<file path="config.mk">
export PLATFORM = sky130hd
export DESIGN_NAME = ysyx_23060187_ifu
export DESIGN_NICKNAME = d
export VERILOG_FILES = /design/src/rtl/ysyx_23060187_ifu.sv
export SDC_FILE = /design/constraint.sdc
export NUM_CORES = 1
export LEC_CHECK = 0
export ABC_AREA = 1
export CAP_MARGIN = 0
export CORE_UTILIZATION = 40
export CTS_BUF_LIST = sky130_fd_sc_hd__clkbuf_4
export CTS_CLUSTER_DIAMETER = 40
export DETAILED_ROUTE_END_ITERATION = 6
export PLACE_DENSITY = 0.85
export SLEW_MARGIN = 30
export SYNTH_ARGS = -nofsm -noshare
export SYNTH_HDL_FRONTEND = slang
export SYNTH_SLANG_ARGS = --single-unit
</file>
<file path="constraint.sdc">
create_clock -name clk -period 2.1 [get_ports clk]
set_clock_uncertainty 0.2 [all_clocks]
set_input_delay 0.525 -clock clk [delete_from_list [all_inputs] [get_ports clk]]
set_output_delay 0.525 -clock clk [all_outputs]
set_load 0.1 [all_outputs]
</file>
<file path="src/rtl/ysyx_23060187_ifu.sv">
// Instruction fetch unit for the multi-cycle NPC core.
// One AXI4-Lite read per instruction, handed to decode, then waits for next PC.
module ysyx_23060187_ifu #(
  parameter int               XLEN     = 32,
  parameter logic [XLEN-1:0]  RESET_PC = 32'h8000_0000
) (
  input  logic            clk,
  input  logic            rst_n,
  output logic            ifu_arvalid,
  output logic [XLEN-1:0] ifu_araddr,
  input  logic            ifu_arready,
  input  logic            ifu_rvalid,
  input  logic [XLEN-1:0] ifu_rdata,
  input  logic [1:0]      ifu_rresp,
  output logic            ifu_rready,
  output logic            inst_valid,
  output logic [XLEN-1:0] inst,
  output logic [XLEN-1:0] inst_pc,
  output logic            inst_fault,
  input  logic            inst_ready,
  input  logic            npc_valid,
  input  logic [XLEN-1:0] npc,
  output logic [31:0]     fetch_cnt
);

  localparam logic [2:0] S_BOOT = 3'd0;
  localparam logic [2:0] S_REQ  = 3'd1;
  localparam logic [2:0] S_RESP = 3'd2;
  localparam logic [2:0] S_OUT  = 3'd3;
  localparam logic [2:0] S_WAIT = 3'd4;

  logic [2:0]      state;
  logic [2:0]      state_nxt;
  logic [XLEN-1:0] pc;
  logic [XLEN-1:0] inst_q;
  logic            fault_q;
  logic [31:0]     cnt;

  logic ar_hs;
  logic r_hs;
  logic out_hs;
  logic npc_hs;
  logic npc_mis;

  assign ar_hs   = (state == S_REQ)  && ifu_arready;
  assign r_hs    = (state == S_RESP) && ifu_rvalid;
  assign out_hs  = (state == S_OUT)  && inst_ready;
  assign npc_hs  = (state == S_WAIT) && npc_valid;
  assign npc_mis = npc[1:0] != 2'b00;

  always_comb begin
    state_nxt = state;
    unique case (state)
      S_BOOT: state_nxt = S_REQ;
      S_REQ:  if (ar_hs)  state_nxt = S_RESP;
      S_RESP: if (r_hs)   state_nxt = S_OUT;
      S_OUT:  if (out_hs) state_nxt = S_WAIT;
      S_WAIT: begin
        if (npc_hs)
          state_nxt = npc_mis ? S_OUT : S_REQ;
      end
      default: state_nxt = S_BOOT;
    endcase
  end

  always_ff @(posedge clk or negedge rst_n) begin
    if (!rst_n) begin
      state   <= S_BOOT;
      pc      <= RESET_PC;
      inst_q  <= '0;
      fault_q <= 1'b0;
      cnt     <= '0;
    end else begin
      state <= state_nxt;
      if (r_hs) begin
        inst_q  <= (ifu_rresp == 2'b00) ? ifu_rdata : '0;
        fault_q <= ifu_rresp != 2'b00;
      end
      if (out_hs)
        cnt <= cnt + 32'd1;
      // Misaligned target skips the bus and is reported as a faulted inst.
      if (npc_hs) begin
        pc <= npc;
        if (npc_mis) begin
          inst_q  <= '0;
          fault_q <= 1'b1;
        end
      end
    end
  end

  assign ifu_arvalid = state == S_REQ;
  assign ifu_rready  = state == S_RESP;
  assign inst_valid  = state == S_OUT;
  assign ifu_araddr  = pc;
  assign inst_pc     = pc;
  assign inst        = inst_q;
  assign inst_fault  = fault_q;
  assign fetch_cnt   = cnt;

endmodule

</file>
After elaboration in Yosys (flattened, before gate mapping)
Cells that the tools add are included.
Cells by class
  muxes and demuxes: 13
  reduce and logical (&&, ||, !) cells: 9
  $add $sub $neg: 1
  equal/unequal tests: 8
Operators by type and width (number)
  two-way mux 32 bit: 4
  adder 32 x 1 -> 32 bit (second input constant): 1
  one-hot mux 3 bit (5 select lines): 1
  two-way mux 3 bit: 4
  == test 3 x 2 -> 1 bit (second input constant): 2
  inequality test 2 x 1 -> 1 bit (second input constant): 3
  logical AND 1 bit: 4
  AND reduction 4 bit: 1
  nonzero test 2 bit: 2
  == test 3 x 1 -> 1 bit (second input constant): 1
  == test 3 bit (second input constant): 1
  zero test 3 bit: 1
  two-way mux 1 bit: 3
  zero test 2 bit: 1
  two-way mux 2 bit: 1
  inequality test 2 bit (second input constant): 1
Word-level totals
  word-level logic and storage cells: 36
  input port bits: 72
  register bits: 100
  output and inout bits: 132

Longest topological paths before layout
Gate-level depths: netlist of run 1.
  word-level depth: 5
  mapped depth: 10
  gate-level depth less buffers: 10

Worst setup path after synthesis of run 1
No wires, ideal clock.
  path type: register to register
  start: reg state[0]
  end: reg state[1]
  stages on the path, launching flop included: 6
  path slack: -1.326 ns
  data arrival time: 3.155 ns
  setup time: 0.071 ns
  path buffers: 0
  period minus slack after synthesis: 3.426 ns
  data required time: 1.829 ns
  path through: dfrtp_1 > inv_1 > nor3_1 > or2_2 > o21ai_0 > nand3_1
On the way
  word-level cells in the longest chain between the ends: 4
  elaborated cells on any way between the ends: 15
  classes of those cells: 8 x eq/ne; 1 x mux; 6 x reduce/logical
RTL lines
  start, declared: RTL line 32  | logic [2:0] state;
  start signal, assigned: RTL line 74  | state <= state_nxt;
  == test 3 x 1 -> 1 bit (*)
  named net ifu_arvalid: RTL line 9  | output logic ifu_arvalid,
  logical AND 1 bit: RTL line 45  | assign ar_hs = (state == S_REQ) && ifu_arready;
  inequality test 2 x 1 -> 1 bit (no line)
  AND reduction 4 bit (no line)
Mark *: on every way through the listed nets, which the timed path passes. The rest lies on a longest branch.
A chain may end at the register's enable or synchronous reset.

Worst setup path after layout of run 1
  start: reg state[1]
  end: out ifu_arvalid
On the way
  word-level cells in the longest chain between the ends: 1
RTL lines
  == test 3 x 1 -> 1 bit: RTL line 92  | assign ifu_arvalid = state == S_REQ;
  end, declared: RTL line 9
No other way between the ends.

==> flow_summary_export.csv, run 1 <==
group,metric,value,unit
status,outcome,"finished, violations left",
status,violated_checks,"DRC, setup timing",
place,gp_congestion,0.876,
routing,drc_violations_left,20,
synth,synthTopCellsByArea,"dfrtp_1 (51%), nand2_1 (8.8%), mux2_2 (6.3%)",
synth,net_count_after_synthesis,583,
finish,multi_input_area,1850,um2
critical_path,crit_arrival,1.44,ns
routing,initialDrtViolationCount,230,
sta,rsz0062_at_grt,"yes",
grt,grt_remaining_overflow,0,
finish,final_cell_count_no_fill,856,
routing,vias_per_cell,5.06,
routing,avgRoutedWirePerCell,16.4,um
sta,setup-violations-final,2,
grt,grt_max_degree,39,
synth,synth-seq-cells,100,
grt,first_pass_grt_wire_length,22700,um
sta,hold_violations,0,
synth,synth_flop_cell,"dfrtp_1",
cts,tritoncts.num_buffers,9,
sta,min_period_over_period,1.03,
cts,htree_num_levels,3,
finish,layout.cell_area.non_filler,8510,um2
finish,antenna_cells,0,
finish,area_used_by_sequential_logic_in_the_layout,2530,um2
synth,mean_cell_area_of_the_mapped_netlist,9.48,um2
critical_path,critPathMaxFanout,7,
finish,final_nets,781,
finish,n_fill_cell,772,
grt,first_global_vias,4468,
cts,clock_tree.buffer_depth,2,
synth,yosysUniqueCellTypes,33,
critical_path,timing.critical_path.from_type,"register",
critical_path,critPathKind,"reg2out",
die,die_w,112,um
cts,path_clk_slew,0.15,ns
worst_hold_path,holdCritPathClass,"in2async",
sta,setup_ws,-0.0625,ns
synth,synthCells,510,
place,dp.cells,823,
grt,initial_antenna_violation_count,0,
synth,yosys_top_cell_area_share,0.513,
critical_path,start_point_of_the_critical_path,"state[1]",
flow_run,timing.max_cap.violations,0,
cts,root_buffer,"clkbuf_4",
finish,post_synthesis_to_final_layout_area_growth,76.1,%
routing,route.antenna.remaining_nets,0,
critical_path,r2r_start,"state[2]",
routing,wirelength,14000,um
sta,slew_headroom,0.699,
die,die_area,12500,um2
sta,max_freq,0.462,GHz
synth,synth.yosys.warnings,0,
sta,timing.final.max_slew_violations,0,
die,dieHeight,112,um
cts,insertion_delay,0.46,ns
critical_path,critical_path.endpoint_type,"primary output",
routing,route.vias.total,4334,
critical_path,worst_ep_required_time,1.37,ns
die,num_io_pins,204,
routing,drt_first_pass_iters,6,
sta,finalHoldWorstSlack,0.337,ns
sta,timing_worst_slew_pin_value,0.452,ns
cts,cts.sink_count,100,
place,post_dp_cell_area,8220,um2
grt,groute.usage.overall,0.231,
die,starting_density_of_the_core,0.416,
sta,finalWorstPathRequiredPeriod,2.16,ns
place,port-buffer-count,203,
die,placeableCoreArea,11600,um2
synth,yosysTopAreaCell,"dfrtp_1",
die,fp-row-count,39,
finish,layout-drive-gt1-share,0.352,
synth,async_reset_ff_frac,1.00,
synth,synth_edf_count,0,
place,post-dp-hpwl,11000,um
synth,synth-seq-area-share,0.518,
synth,synth_area,4830,um2
cts,tritoncts_clock_tree,"built",
-- registers in the layout (all words and copies together), names as in the netlist --
name / flops
ifu_araddr: 32
inst: 32
inst_fault: 1
fetch_cnt: 32
state: 3
-- cell usage in the layout (no fill, tap or decap), types with 2 or more instances in the layout --
master           count
clkdlybuf4s50_1     70
o21bai_1             2
buf_6                2
o21ai_0              2
dfrtp_2             21
nor3_4               3
nor4_1               2
inv_1               37
nor2_2               7
nand3_1             50
nor2_1              29
nor3_1               5
buf_4               25
nor2_4               2
xor2_1               7
nand2_1            112
clkinv_2             2
nor3_2               2
clkinv_1             3
mux2_2              27
mux2_1               5
nand4_1             10
xnor2_1             13
a21oi_1             33
dfrtp_1             78
nand2_2              2
inv_4                2
buf_12             137
clkbuf_4            10
-- final cells by class --
type / instances / area share
inverter: 41 / 0.0188
clock inverter: 6 / 0.00647
tap: 143 / 0.0210
clock buffer: 10 / 0.00882
multi-input combinational: 321 / 0.217
timing repair buffer: 235 / 0.430
sequential: 100 / 0.297
-- stage by stage --
stage | worst slack (ns) | setup TNS [ns] | utilization
after floorplan | 0.0136 | 0 | -
after global placement | -0.132 | -1.26 | 0.707
after detailed placement | -0.179 | -1.89 | 0.707
after CTS | -0.0994 | -0.187 | 0.728
after global routing | -0.155 | -0.365 | 0.733
final | -0.0625 | -0.0951 | 0.733
-- logic make-up after synthesis --
family,count (synthesis),synth area share
AO/OA/AOI/OAI,38,0.0412
XOR/XNOR,20,0.0362
adder cells (fa/ha/maj),1,0.00259
buffers and inverters,89,0.107
flip-flops,100,0.518
multiplexers,32,0.0746
AND/OR/NAND/NOR,230,0.221
-- worst max-delay path, stage by stage (launching register included) --
cell and delay (ns):
dfrtp_2 0.52, nor3_4 0.24, buf_12 0.20
-- per-layer routing --
metal | vias to the layer above | share of wire | global-route usage
li1 | 2024 | - | -
met1 | 2105 | 0.39 | 0.271
met2 | 174 | 0.51 | 0.404
met3 | 31 | 0.069 | 0.0501
met4 | 0 | 0.030 | 0.103
met5 | - | 0 | 0
-- cells in the mapped netlist, types with 7 or more instances --
cell	n
mux2_2	27
dfrtp_1	99
inv_1	38
buf_6	7
nand4_1	10
xor2_1	7
nand2_1	113
nor2_1	30
buf_4	32
nand3_1	51
xnor2_1	13
a21oi_1	33
-- final timing paths --
kind                             endpoint  slack [ns]  cells after the start
setup / recovery              ifu_arvalid       -0.06                      2
hold / removal               fetch_cnt[3]        0.34                      2
setup reg to reg             fetch_cnt[4]        0.15                      8
hold reg to reg              fetch_cnt[7]        0.34                      1
max in group asynchronous  ifu_araddr[31]        0.78                      3
min in group clk             fetch_cnt[7]        0.34                      1
-- repair_timing --
item / CTS / global route
setup endpoints to repair: 3 / 3
buffers inserted: 11 / 5
pin swaps: 1 / 1
endpoints found under the hold margin: 30 / 0
gates cloned: 0 / 0
resized for setup: 7 / 4
hold buffers: 1 / 0
Power of run 1 is left out: the tool's default activity adds up to more than one toggle a clock period on the data nets, which glitch-free logic cannot reach.
==> run 2, diff against run 1 <==
--- a/config.mk
+++ b/config.mk
@@ -7,10 +7,12 @@
 export LEC_CHECK = 0
 export ABC_AREA = 1
 export CAP_MARGIN = 0
+export CORE_ASPECT_RATIO = 2
 export CORE_UTILIZATION = 40
 export CTS_BUF_LIST = sky130_fd_sc_hd__clkbuf_4
 export CTS_CLUSTER_DIAMETER = 40
 export DETAILED_ROUTE_END_ITERATION = 6
+export MAX_ROUTING_LAYER = met4
 export PLACE_DENSITY = 0.85
 export SLEW_MARGIN = 30
 export SYNTH_ARGS = -nofsm -noshare
==> run 2 against run 1 <==
Against the previous run: critical endpoint unchanged; the run ends with setup timing left; routed wire length grew 5.0%; register-to-register slack gained 0.03 ns; non-clock buffer count shrank 12; die area grew 0.21%.
==> flow_summary_export.csv, run 2 (same netlist as run 1, synthesis figures left out) <==
group,metric,value,unit
critical_path,timing.critical_path.from_type,"register",
cts,htree_num_levels,3,
cts,root_buffer,"clkbuf_4",
grt,first_global_vias,4581,
sta,slew_headroom,0.722,
finish,post_synthesis_to_final_layout_area_growth,75.5,%
critical_path,critPathMaxFanout,4,
routing,vias_per_cell,5.20,
grt,groute.usage.overall,0.257,
sta,finalWorstPathRequiredPeriod,2.15,ns
finish,multi_input_area,1840,um2
die,placeableCoreArea,11800,um2
routing,route.vias.total,4404,
critical_path,worst_ep_required_time,1.37,ns
sta,timing.final.max_slew_violations,0,
finish,final_common_cell,"buf_12",
sta,setup_ws,-0.0503,ns
cts,cts.sink_count,100,
die,fp-row-count,56,
sta,min_period_over_period,1.02,
sta,timing_worst_slew_pin_value,0.417,ns
grt,first_pass_grt_wire_length,23800,um
worst_hold_path,holdCritPathClass,"in2async",
critical_path,critPathKind,"reg2out",
cts,tritoncts_clock_tree,"built",
die,die_w,79.7,um
finish,final_cell_mix,"buf_12 (138), nand2_1 (112), dfrtp_1 (78)",
finish,area_used_by_sequential_logic_in_the_layout,2530,um2
die,dieHeight,157,um
place,post-dp-hpwl,11500,um
finish,final_nets,769,
routing,drt_first_pass_iters,6,
status,violated_checks,"setup timing",
place,pre_cts_ws,-0.166,ns
die,num_io_pins,204,
grt,initial_antenna_violation_count,1,
critical_path,worst_path_largest_cell_delay,0.46,ns
grt,grt_max_degree,40,
routing,drc_violations_left,0,
routing,initialDrtViolationCount,265,
sta,max_freq,0.465,GHz
sta,rsz0062_at_grt,"yes",
cts,insertion_delay,0.45,ns
cts,path_clk_slew,0.16,ns
sta,setup-violations-final,2,
place,gp_congestion,0.950,
critical_path,critical_path.slowest_cell,"dfrtp_2",
cts,clock_tree.buffer_depth,2,
place,port-buffer-count,203,
critical_path,critical_path.cell_chain,"buf_6 > nor3_4 > buf_12",
finish,n_fill_cell,785,
finish,layout-drive-gt1-share,0.344,
critical_path,crit_arrival,1.43,ns
flow_run,timing.max_cap.violations,0,
critical_path,critical_path.endpoint_type,"primary output",
status,outcome,"finished, violations left",
die,starting_density_of_the_core,0.411,
routing,wirelength,14700,um
sta,hold_violations,0,
cts,tritoncts.num_buffers,9,
die,die_area,12600,um2
routing,route.antenna.remaining_nets,0,
routing,avgRoutedWirePerCell,17.4,um
grt,grt_remaining_overflow,0,
## run 2: layer usage
metal	global-route usage	part of all wire	up-vias
met4	0.131	0.042	0
li1	-	-	2000
met3	0.0412	0.053	49
met5	-	0	-
met1	0.257	0.33	2114
met2	0.469	0.57	241
## run 2: worst max-delay path: cells and delay by family, from the launching register on
| family | cells | cell delay (ns) |
|---|---|---|
| flops | 1 | 0.46 |
| buf+inv | 2 | 0.34 |
| simple gates | 1 | 0.16 |
## run 2: metrics by stage
step | utilization | cell area (um2) | TNS, ns | cells | hold slack [ns]
2_1_floorplan | - | 4870 | 0 | 510 | 0.0294
6_report | 0.721 | 8480 | -0.0879 | 847 | 0.288
3_5_place_dp | 0.699 | 8220 | -1.58 | 824 | 0.226
5_1_grt | 0.721 | 8480 | -0.304 | 847 | 0.273
4_1_cts | 0.719 | 8460 | -0.208 | 846 | 0.267
3_3_place_gp | 0.699 | 8220 | -0.629 | 824 | 0.218
## run 2: layout make-up
type                       count  share of cell area
timing repair buffer         223               0.422
antenna                        1            0.000295
clock buffer                   9             0.00796
tap                          145              0.0214
multi-input combinational    321               0.217
sequential                   100               0.298
clock inverter                 7              0.0143
inverter                      41              0.0186
## run 2: final timing paths
path / end / start / cells after the start / slack, ns
setup reg to reg: fetch_cnt[30] / fetch_cnt[0] / 9 / 0.18
hold / removal: ifu_araddr[18] / rst_n / 2 / 0.29
setup / recovery: ifu_arvalid / state[2] / 3 / -0.05
min in group clk: fetch_cnt[7] / fetch_cnt[7] / 1 / 0.35
hold reg to reg: fetch_cnt[7] / fetch_cnt[7] / 1 / 0.35
max in group asynchronous: ifu_araddr[31] / rst_n / 3 / 0.85
## run 2: what timing repair did
item	4_1_cts	5_1_grt
pin swaps	1	0
setup endpoints to repair	3	3
cloned	0	0
endpoints found under the hold margin	16	0
hold buffers	1	0
setup buffers	5	0
gates resized for setup	4	4
Power of run 2 is left out for the same reason.
==> run 3, diff against run 2 <==
--- a/config.mk
+++ b/config.mk
@@ -11,9 +11,12 @@
 export CORE_UTILIZATION = 40
 export CTS_BUF_LIST = sky130_fd_sc_hd__clkbuf_4
 export CTS_CLUSTER_DIAMETER = 40
+export CTS_CLUSTER_SIZE = 24
 export DETAILED_ROUTE_END_ITERATION = 6
 export MAX_ROUTING_LAYER = met4
 export PLACE_DENSITY = 0.85
+export RECOVER_POWER = 100
+export SKIP_LAST_GASP = 1
 export SLEW_MARGIN = 30
 export SYNTH_ARGS = -nofsm -noshare
 export SYNTH_HDL_FRONTEND = slang
==> run 3 against run 2 <==
Against the previous run: the run still ends with setup timing left; sequential share of layout area is 6.4 points higher; register-to-register slack worse by 0.12 ns; critical path depth is 1 higher; largest cell class is now flip-flops and latches.
==> flow_summary_export.csv, run 3 (same netlist as run 1, synthesis figures left out) <==
group,metric,value,unit
status,outcome,"finished, violations left",
status,violated_checks,"setup timing",
flow_run,timing.max_cap.violations,0,
grt,grt_use_met2,0.469,
critical_path,worst_path_largest_cell_delay,0.44,ns
cts,path_clk_slew,0.15,ns
grt,groute.usage.overall,0.257,
cts,htree_num_levels,3,
sta,setup_ws,-0.0532,ns
critical_path,critical_path.endpoint_type,"primary output",
cts,tritoncts_clock_tree,"built",
routing,wirelength,14900,um
place,post-dp-hpwl,11500,um
finish,n_fill_cell,1015,
grt,top_usage_layer,"met2",
finish,layout-drive-gt1-share,0.310,
routing,vias_per_cell,5.19,
sta,rsz0062_at_grt,"yes",
die,die_area,12600,um2
sta,max_freq,0.464,GHz
grt,met3_usage,0.0412,
critical_path,critical-path-top-delay-family,"flip-flops",
finish,final_common_cell,"nand2_1",
finish,final_cell_mix,"nand2_1 (113), clkbuf_4 (100), dfrtp_1 (90)",
critical_path,critPathMaxFanout,4,
grt,first_pass_grt_wire_length,23800,um
routing,drt_first_pass_iters,5,
routing,route.vias.total,4394,
place,gp_congestion,0.950,
finish,final_nets,769,
die,dieHeight,157,um
critical_path,timing.critical_path.buf_inv,2,
sta,slew_headroom,0.298,
routing,drc_violations_left,0,
sta,timing.final.max_slew_violations,0,
cts,root_buffer,"clkbuf_4",
die,placeableCoreArea,11800,um2
routing,avgRoutedWirePerCell,17.5,um
sta,setup-violations-final,3,
sta,min_period_over_period,1.03,
cts,cts.sink_count,100,
sta,timing_worst_slew_pin_value,1.05,ns
critical_path,critical_path.cell_chain,"inv_2 > nand2_2 > nor2_4 > buf_12",
cts,insertion_delay,0.46,ns
critical_path,critPathKind,"reg2out",
routing,route.antenna.remaining_nets,0,
grt,initial_antenna_violation_count,1,
routing,initialDrtViolationCount,221,
die,die_w,79.7,um
sta,finalWorstPathRequiredPeriod,2.15,ns
cts,clock_tree.buffer_depth,2,
grt,first_global_vias,4581,
critical_path,crit_arrival,1.43,ns
grt,grt_max_degree,40,
critical_path,critical_path.slowest_cell,"dfrtp_2",
grt,grt_remaining_overflow,0,
worst_hold_path,holdCritPathClass,"reg2reg",
finish,post_synthesis_to_final_layout_area_growth,43.6,%
cts,tritoncts.num_buffers,9,
sta,setup_tns,-0.141,ns
die,fp-row-count,56,
place,port-buffer-count,203,
critical_path,worst_ep_required_time,1.37,ns
die,starting_density_of_the_core,0.411,
critical_path,timing.critical_path.from_type,"register",
sta,hold_violations,0,
grt,grt.met1_usage,0.257,
die,num_io_pins,204,
run 3: changes by cell type in the layout (fill, tap and decap cells not counted), sizes merged:
| cell | change |
|---|---|
| inv | +1 |
| buf | -95 |
| clkinv | -1 |
| clkbuf | +95 |
run 3: final timing paths:
| check | from | to | slack, ns | cells past startpoint |
|---|---|---|---|---|
| min in group asynchronous | rst_n | ifu_araddr[18] | 0.57 | 2 |
| hold / removal | inst_fault | inst_fault | 0.32 | 2 |
| hold reg to reg | inst_fault | inst_fault | 0.32 | 2 |
| setup reg to reg | state[2] | inst[0] | 0.06 | 8 |
| max in group asynchronous | rst_n | fetch_cnt[10] | 0.15 | 3 |
| setup / recovery | state[2] | ifu_rready | -0.05 | 4 |
run 3: layer usage:
layer / up-vias / wire length, um
li1: 2002 / -
met1: 2101 / 4900
met2: 227 / 8240
met3: 64 / 953
met4: 0 / 762
met5: - / 0
run 3: cell type report:
type / instances / area [um2] / share of cell area
Multi-Input combinational cell: 321 / 1790 / 0.257
Antenna cell: 1 / 2.50 / 0.000360
Clock inverter: 7 / 121 / 0.0175
Sequential cell: 100 / 2510 / 0.362
Timing Repair Buffer: 223 / 2120 / 0.305
Inverter: 41 / 154 / 0.0222
Clock buffer: 9 / 67.6 / 0.00973
Tap cell: 145 / 181 / 0.0261
run 3: what timing repair did:
action / in CTS / in global routing
hold buffers: 1 / 0
pin swaps: 1 / 0
resized for setup: 4 / 0
buffers inserted: 5 / 0
cloned: 0 / 0
endpoints found under the setup margin: 3 / 3
hold endpoints to repair: 16 / 0
run 3: stage by stage:
step                      cell area, um2  std cells  setup WS (ns)  utilization  hold slack (ns)
after floorplan                     4870        510         0.0136            -           0.0294
after global placement              8220        824         -0.109        0.699            0.218
after detailed placement            8220        824         -0.166        0.699            0.226
after CTS                           8460        846        -0.0811        0.719            0.267
after global routing                6940        847         -0.146        0.590            0.353
final                               6940        847        -0.0532        0.590            0.323
run 3: worst reg2reg max path, delay by kind of cell (launching register included):
family	cells	cell delay, ns
flip-flops	1	0.44
buffers and inverters	3	0.65
AND/OR/NAND/NOR	4	0.47
AO/OA/AOI/OAI	1	0.19
Power of run 3 is left out for the same reason.
